<file path="src/rtl/pattern_scheduler.sv">
// Run/pause/mode controller for the LED pattern datapath: debounces the mode
// button, latches the mode switches and issues single-clock step/load enables.
module pattern_scheduler #(
  parameter int unsigned TICK_DIV = 5_000_000,  // cycles per step while running, >= 2
  parameter int unsigned DEBOUNCE = 200_000     // stable cycles to accept a level, >= 2
) (
  input  logic       clock,
  input  logic       reset,
  input  logic       key_n,
  input  logic [1:0] sw,
  output logic [3:0] mode,
  output logic       step,
  output logic       load,
  output logic [1:0] state
);

  localparam int unsigned DC_W = (DEBOUNCE > 1) ? $clog2(DEBOUNCE) : 1;
  localparam int unsigned PS_W = (TICK_DIV > 1) ? $clog2(TICK_DIV) : 1;
  localparam logic [DC_W-1:0] DC_MAX = DC_W'(DEBOUNCE - 1);
  localparam logic [PS_W-1:0] PS_MAX = PS_W'(TICK_DIV - 1);

  typedef enum logic [1:0] {
    IDLE  = 2'b00,
    LOAD  = 2'b01,
    RUN   = 2'b10,
    PAUSE = 2'b11
  } state_t;

  logic            key_s1, key_s2;
  logic            db;
  logic [DC_W-1:0] dc;
  logic            db_accept;
  logic            press;

  state_t          state_q, state_d;
  logic [1:0]      mode_q, mode_d;
  logic [PS_W-1:0] presc_q, presc_d;
  logic            presc_wrap;

  // Two-flop synchronizer; released level is 1 so reset looks like "not pressed".
  // NOTE: sequential state uses non-blocking assignments so every flop samples
  // pre-edge values and the synchronizer really is two stages deep.
  always_ff @(posedge clock or negedge reset) begin
    if (!reset) begin
      key_s1 <= 1'b1;
      key_s2 <= 1'b1;
    end else begin
      key_s1 <= key_n;
      key_s2 <= key_s1;
    end
  end

  assign db_accept = (key_s2 != db) && (dc == DC_MAX);

  // press fires on the same edge db falls, so it is high the cycle after.
  always_ff @(posedge clock or negedge reset) begin
    if (!reset) begin
      db    <= 1'b1;
      dc    <= '0;
      press <= 1'b0;
    end else begin
      press <= db_accept && db;
      if (key_s2 == db) begin
        dc <= '0;
      end else if (dc == DC_MAX) begin
        db <= key_s2;
        dc <= '0;
      end else begin
        dc <= dc + 1'b1;
      end
    end
  end

  assign presc_wrap = (presc_q == PS_MAX);

  always_ff @(posedge clock or negedge reset) begin
    if (!reset) begin
      state_q <= IDLE;
      mode_q  <= 2'b00;
      presc_q <= '0;
    end else begin
      state_q <= state_d;
      mode_q  <= mode_d;
      presc_q <= presc_d;
    end
  end

  // The prescaler counts every RUN cycle, including the one carrying a press,
  // and is frozen everywhere else; LOAD alone restarts it.
  // NOTE: every signal driven here gets a hold default first, so no path can
  // leave one unassigned and infer a latch.
  always_comb begin
    state_d = state_q;
    mode_d  = mode_q;
    presc_d = presc_q;
    unique case (state_q)
      IDLE: begin
        if (press) begin
          mode_d  = sw;
          state_d = LOAD;
        end
      end
      LOAD: begin
        presc_d = '0;
        state_d = RUN;
      end
      RUN: begin
        presc_d = presc_wrap ? '0 : presc_q + 1'b1;
        if (press) state_d = PAUSE;
      end
      PAUSE: begin
        if (press) begin
          if (sw != mode_q) begin
            mode_d  = sw;
            state_d = LOAD;
          end else begin
            state_d = RUN;
          end
        end
      end
      default: state_d = IDLE;
    endcase
  end

  // Pure decodes of registered state, so both strobes are glitch-free.
  assign step  = (state_q == RUN) && presc_wrap;
  assign load  = (state_q == LOAD);
  assign mode  = {2'b00, mode_q};
  assign state = state_q;

endmodule

</file>
<file path="config.mk">
export PLATFORM = sky130hd
export DESIGN_NAME = pattern_scheduler
export DESIGN_NICKNAME = d
export VERILOG_FILES = /design/src/rtl/pattern_scheduler.sv
export SDC_FILE = /design/constraint.sdc
export NUM_CORES = 1
export LEC_CHECK = 0
export ABC_CLOCK_PERIOD_IN_PS = 1900
export CAP_MARGIN = 0
export CORE_MARGIN = 10
export CORE_UTILIZATION = 55
export CTS_BUF_LIST = sky130_fd_sc_hd__clkbuf_4 sky130_fd_sc_hd__clkbuf_8
export DETAILED_ROUTE_END_ITERATION = 8
export GPL_TIMING_DRIVEN = 0
export PLACE_DENSITY = 0.88
export SYNTH_ARGS = -nofsm -noshare
export SYNTH_HDL_FRONTEND = slang
export SYNTH_SLANG_ARGS = --single-unit
</file>
<file path="constraint.sdc">
create_clock -name clock -period 1.9 [get_ports clock]
set_input_delay 0.19 -clock clock [delete_from_list [all_inputs] [get_ports clock]]
set_output_delay 0.19 -clock clock [all_outputs]
set_load 0.02 [all_outputs]
</file>
### Word-level counts from Yosys, hierarchy flattened

Index checks and enable logic that the tools add are counted.

| cells by class | value |
|---|---|
| add/subtract/negate cells | 2 |
| equal/unequal tests | 12 |
| multiplexer cells | 13 |
| bitwise operators | 1 |
| reductions and logical operators | 9 |

Operators by type and width:

| kind | number |
|---|---|
| case mux 23 bit (2 select lines) | 1 |
| 2-to-1 mux 18 bit | 2 |
| adder 23 x 1 -> 23 bit, second input constant | 1 |
| equality test 23 bit, second input constant | 1 |
| 2-to-1 mux 23 bit | 1 |
| adder 18 x 1 -> 18 bit, second input constant | 1 |
| equality test 18 bit, second input constant | 1 |
| 2-to-1 mux 2 bit | 7 |
| inequality test 2 bit, second input constant | 4 |
| case mux 2 bit (4 select lines) | 1 |
| equality test 2 bit, second input constant | 2 |
| case mux 2 bit (2 select lines) | 1 |
| AND reduction 4 bit | 1 |
| nonzero test 2 bit | 2 |
| logical AND 1 bit | 3 |
| AND reduction 3 bit | 1 |
| equality test 2 x 1 -> 1 bit, second input constant | 1 |
| logical NOT 2 bit | 1 |
| inequality test 2 bit | 1 |
| AND reduction 2 bit | 1 |
| equality test 1 bit | 1 |
| inequality test 1 bit | 1 |
| inverter 1 bit | 1 |

| storage, ports and cells | value |
|---|---|
| register bits after elaboration | 49 |
| bits of input ports | 5 |
| output and inout bits | 8 |

### Logic depth before layout (Yosys ltp)

| depth | value |
|---|---|
| word-level depth | 4 |
| gate-level depth with buffers | 8 |

### Worst setup path before layout

OpenSTA, ideal clock, no wires.

| timing | value |
|---|---|
| kind | flip-flop to flip-flop |
| start point | register presc_q[0] |
| end point | register presc_q[14] |
| library setup time | 0.126 ns |
| data arrival time | 1.657 ns |
| setup slack | 0.117 ns |
| cell stages (with the launch flop) | 9 |
| path buffers | 2 |
| period minus slack after synthesis | 1.783 ns |
| cells stage by stage | dfrtp_1 ha_1 and4_1 buf_2 nand4_4 o211ai_2 buf_4 nor3_1 a311o_1 |

| between the ends | value |
|---|---|
| cells in the longest elaborated chain, start to end | 3 |
| elaborated cells on any way between the ends | 4 |

Ends and longest elaborated chain:

| element | line | RTL |
|---|---|---|
| start: declaration | 37 | `logic [PS_W-1:0] presc_q, presc_d;` |
| start signal: assignment | 84 | `presc_q <= presc_d;` |
| adder 23 x 1 -> 23 bit / equality test 23 bit (equally long branches) | 108, 74 |  |
| 2-to-1 mux 23 bit (*) | 108 | `presc_d = presc_wrap ? '0 : presc_q + 1'b1;` |
| case mux 23 bit (2 select lines) (*) | 96 | `unique case (state_q)` |

Mark *: on every way between the ends. The rest lies on a longest branch, timed or not.
A chain may end at the register's enable or synchronous reset.

### Worst setup path after layout

| timing | value |
|---|---|
| start point | register presc_q[13] |
| end point | register presc_q[14] |

The elaborated chain is that of the path after synthesis.

==> flow_summary.ini <==
[timing]
clock_skew_ns = 0.00813
grt_setup_unrepaired = yes
fin_crit_ns = 1.93
fin_crit_sh_pct = 102
hold_violations = 0
slew_headroom_pct = 64.0
slew_violations = 0
setup_ws_ns = -0.0312
fmax_mhz = 518
fin_tns_setup_ns = -0.0655
tightestPinTransition_ns = 0.532
finalSetupViolCount = 3

[pwr]
swShare_pct = 23.9
intPower_mw = 1.35
power_density_mw_per_mm2 = 564
p_switching_mw = 0.425
peakVddDrop_uv = 253
combPwrFrac_pct = 4.4
pwr-share-clk_pct = 35.7
p_seq_share_pct = 59.8
p_leak_nw = 1.40

[setup_path]
slowest_stage = dfrtp_1
critPathMaxFanout = 6
path_buf_inv = 1
max_stage_delay_ns = 0.46
crit_type = register to register
critical_path.endpoint_type = register
rr_startpoint = presc_q[13]$_DFFE_PN0P_
reg2reg_slack_ns = -0.03
crit_family = simple AND/OR/NAND/NOR gates
cp_cell_sequence = nor4b_2, nand3_2, o211ai_4, buf_6, nor3_2, a311o_1
startpoint_type = register
crit_start = presc_q[13]$_DFFE_PN0P_
crit_arrival_ns = 2.13
worstPathRequired_ns = 2.10

[cts]
root_buffer = clkbuf_8
clockBufferDepth = 2
numCtsBuffers = 5
cts_tree = built
cts_sinks = 49
clk_latency_ns = 0.31
h-tree-depth = 2
clk_pin_slew_ns = 0.09

[outcome]
violations = negative setup slack
outcome = finished, violations left

[synth]
ys_ff_latch = 49
syn_inst = 282
ys_async_sr_fraction_pct = 100
synth.distinct_cells = 50
postSynthAreaPerCell_um2 = 9.52
synthFlopType = dfrtp_1
synth_area_mm2 = 0.00269
yosysSeqAreaShare_pct = 45.8
yosys_warnings = 0
synth_edf_count = 0

[finish]
layout.cells.most_common_list = 46 x dfrtp_1, 23 x nand2_1, 23 x nor2_1
mostFrequentLayoutCell = dfrtp_1
n_fill_cell = 342
drive_gt1_share_pct = 19.4
postLayoutCoreUtil_pct = 66.7
syn2layout_area_growth_pct = 17.3
nNetsFinal = 320
diodes = 0
final_cells = 376

[placement]
gp_congestion = 0.927
dp.cells = 361
io_buffer_count = 10
dp_hpwl_mm = 3.97

[drt]
met2RoutedLength_mm = 2.91
viasPerCell = 5.88
first_pass_iters = 4
antenna_left = 0
drt-met1-wl_mm = 2.57
wl_per_cell_um = 16.0
wl_met3_um = 395
vias = 2210
drc_errors = 0
drt_iter0_markers = 246
wl_mm = 6.02
dr.max_layer_used = met4

[global_route]
grt_max_degree = 35
grt-ovfl-total = 0
antenna_found_initial = 0
grt.total_usage_pct = 14.3
grt_pass1_vias = 2210
grt_pass1_wl_mm = 9.92

[hold_path]
hp-class = input port to register
min_from = key_n

[floorplan]
die_x_um = 89.9
rows = 25
start_util_pct = 56.8
die_h_um = 89.9
core_mm2 = 0.00472
ios = 13
die-area_mm2 = 0.00808

[run]
maxCapViolCount = 0
[metrics by stage]
| step | power, mW | cell area (um2) | hold WS [ns] | worst slack (ns) |
|---|---|---|---|---|
| 5_1_grt | 1.85 | 3150 | 0.277 | -0.0906 |
| 2_1_floorplan | 1.11 | 2690 | -0.106 | 0.117 |
| 6_report | 1.78 | 3150 | 0.286 | -0.0312 |
| 3_5_place_dp | 1.16 | 2890 | 0.129 | -0.207 |
| 3_3_place_gp | 1.15 | 2870 | 0.354 | -0.719 |
| 4_1_cts | 1.79 | 3070 | 0.282 | 0.000608 |
[power by group through the flow]
stage,Clock [mW],Sequential (mW),Combinational [mW]
after floorplan,0,1.08,0.0282
after global placement,0,1.08,0.0687
after detailed placement,0,1.08,0.0753
after CTS,0.653,1.06,0.0777
after global routing,0.700,1.07,0.0877
final,0.635,1.06,0.0783
[metal layers]
metal	vias up	track usage, %
met5	-	0
met4	0	5.70
met3	13	3.57
met2	66	23.1
met1	1080	17.8
li1	1051	-
[state kept, by name (all words and copies together) (netlist names)]
register  count
presc_q      23
press         1
key_s1        1
state         2
mode_q        2
dc           18
key_s2        1
db            1
[synthesized netlist by cell type (3+ instances only)]
cell type / n / share of area, %
nor4_1: 6 / 1.4
buf_2: 4 / 0.75
or3_1: 7 / 1.6
a21oi_1: 11 / 2.1
and4_1: 3 / 0.98
dfrtp_1: 46 / 43
o21ai_0: 16 / 3.0
nor3b_1: 3 / 0.84
dfstp_2: 3 / 2.9
inv_1: 14 / 2.0
nor3_1: 14 / 2.6
nand4_1: 6 / 1.4
buf_4: 4 / 1.1
nand2_1: 23 / 3.2
xor2_1: 10 / 3.3
nand3_1: 15 / 2.8
nor2_1: 25 / 3.5
and3_1: 6 / 1.4
mux2_2: 4 / 1.7
xnor2_1: 9 / 2.9
and2_1: 5 / 1.2
ha_1: 7 / 3.3
a21o_1: 7 / 2.0
[cells by family after synthesis]
logic type | after synthesis | share of synthesized area, %
flops | 49 | 45.8
compound gates | 50 | 11.7
simple gates | 126 | 26.4
fa+ha+maj | 7 | 3.26
mux | 6 | 2.42
buf+inv | 24 | 4.10
other cells | 1 | 0.140
xor+xnor | 19 | 6.20
[path summary, 6_finish.rpt]
kind | to | cells after the start
max in group asynchronous | db$_DFFE_PN1P_ | 3
min in group asynchronous | dc[9]$_DFF_PN0_ | 2
worst min-delay path | key_s1$_DFF_PN1_ | 1
worst max-delay path | presc_q[14]$_DFFE_PN0P_ | 6
worst max register to register | presc_q[14]$_DFFE_PN0P_ | 6
worst min register to register | key_s2$_DFF_PN1_ | 0
[final cells by class]
class	instances	area [um2]	area share, %
Clock inverter	3	25.0	0.794
Inverter	14	52.6	1.67
Clock buffer	5	68.8	2.18
Buffer	9	71.3	2.26
Tap cell	67	83.8	2.66
Multi-Input combinational cell	210	1440	45.6
Timing Repair Buffer	19	181	5.76
Sequential cell	49	1230	39.0
[timing repair]
item | in CTS | in global routing
resized for setup | 15 | 28
gates cloned | 1 | 0
hold buffers | 1 | 0
pin swaps | 4 | 6
endpoints found under the setup margin | 27 | 35
hold endpoints to repair | 13 | 0
buffers inserted | 4 | 2
(Power assumes the default switching activity.)
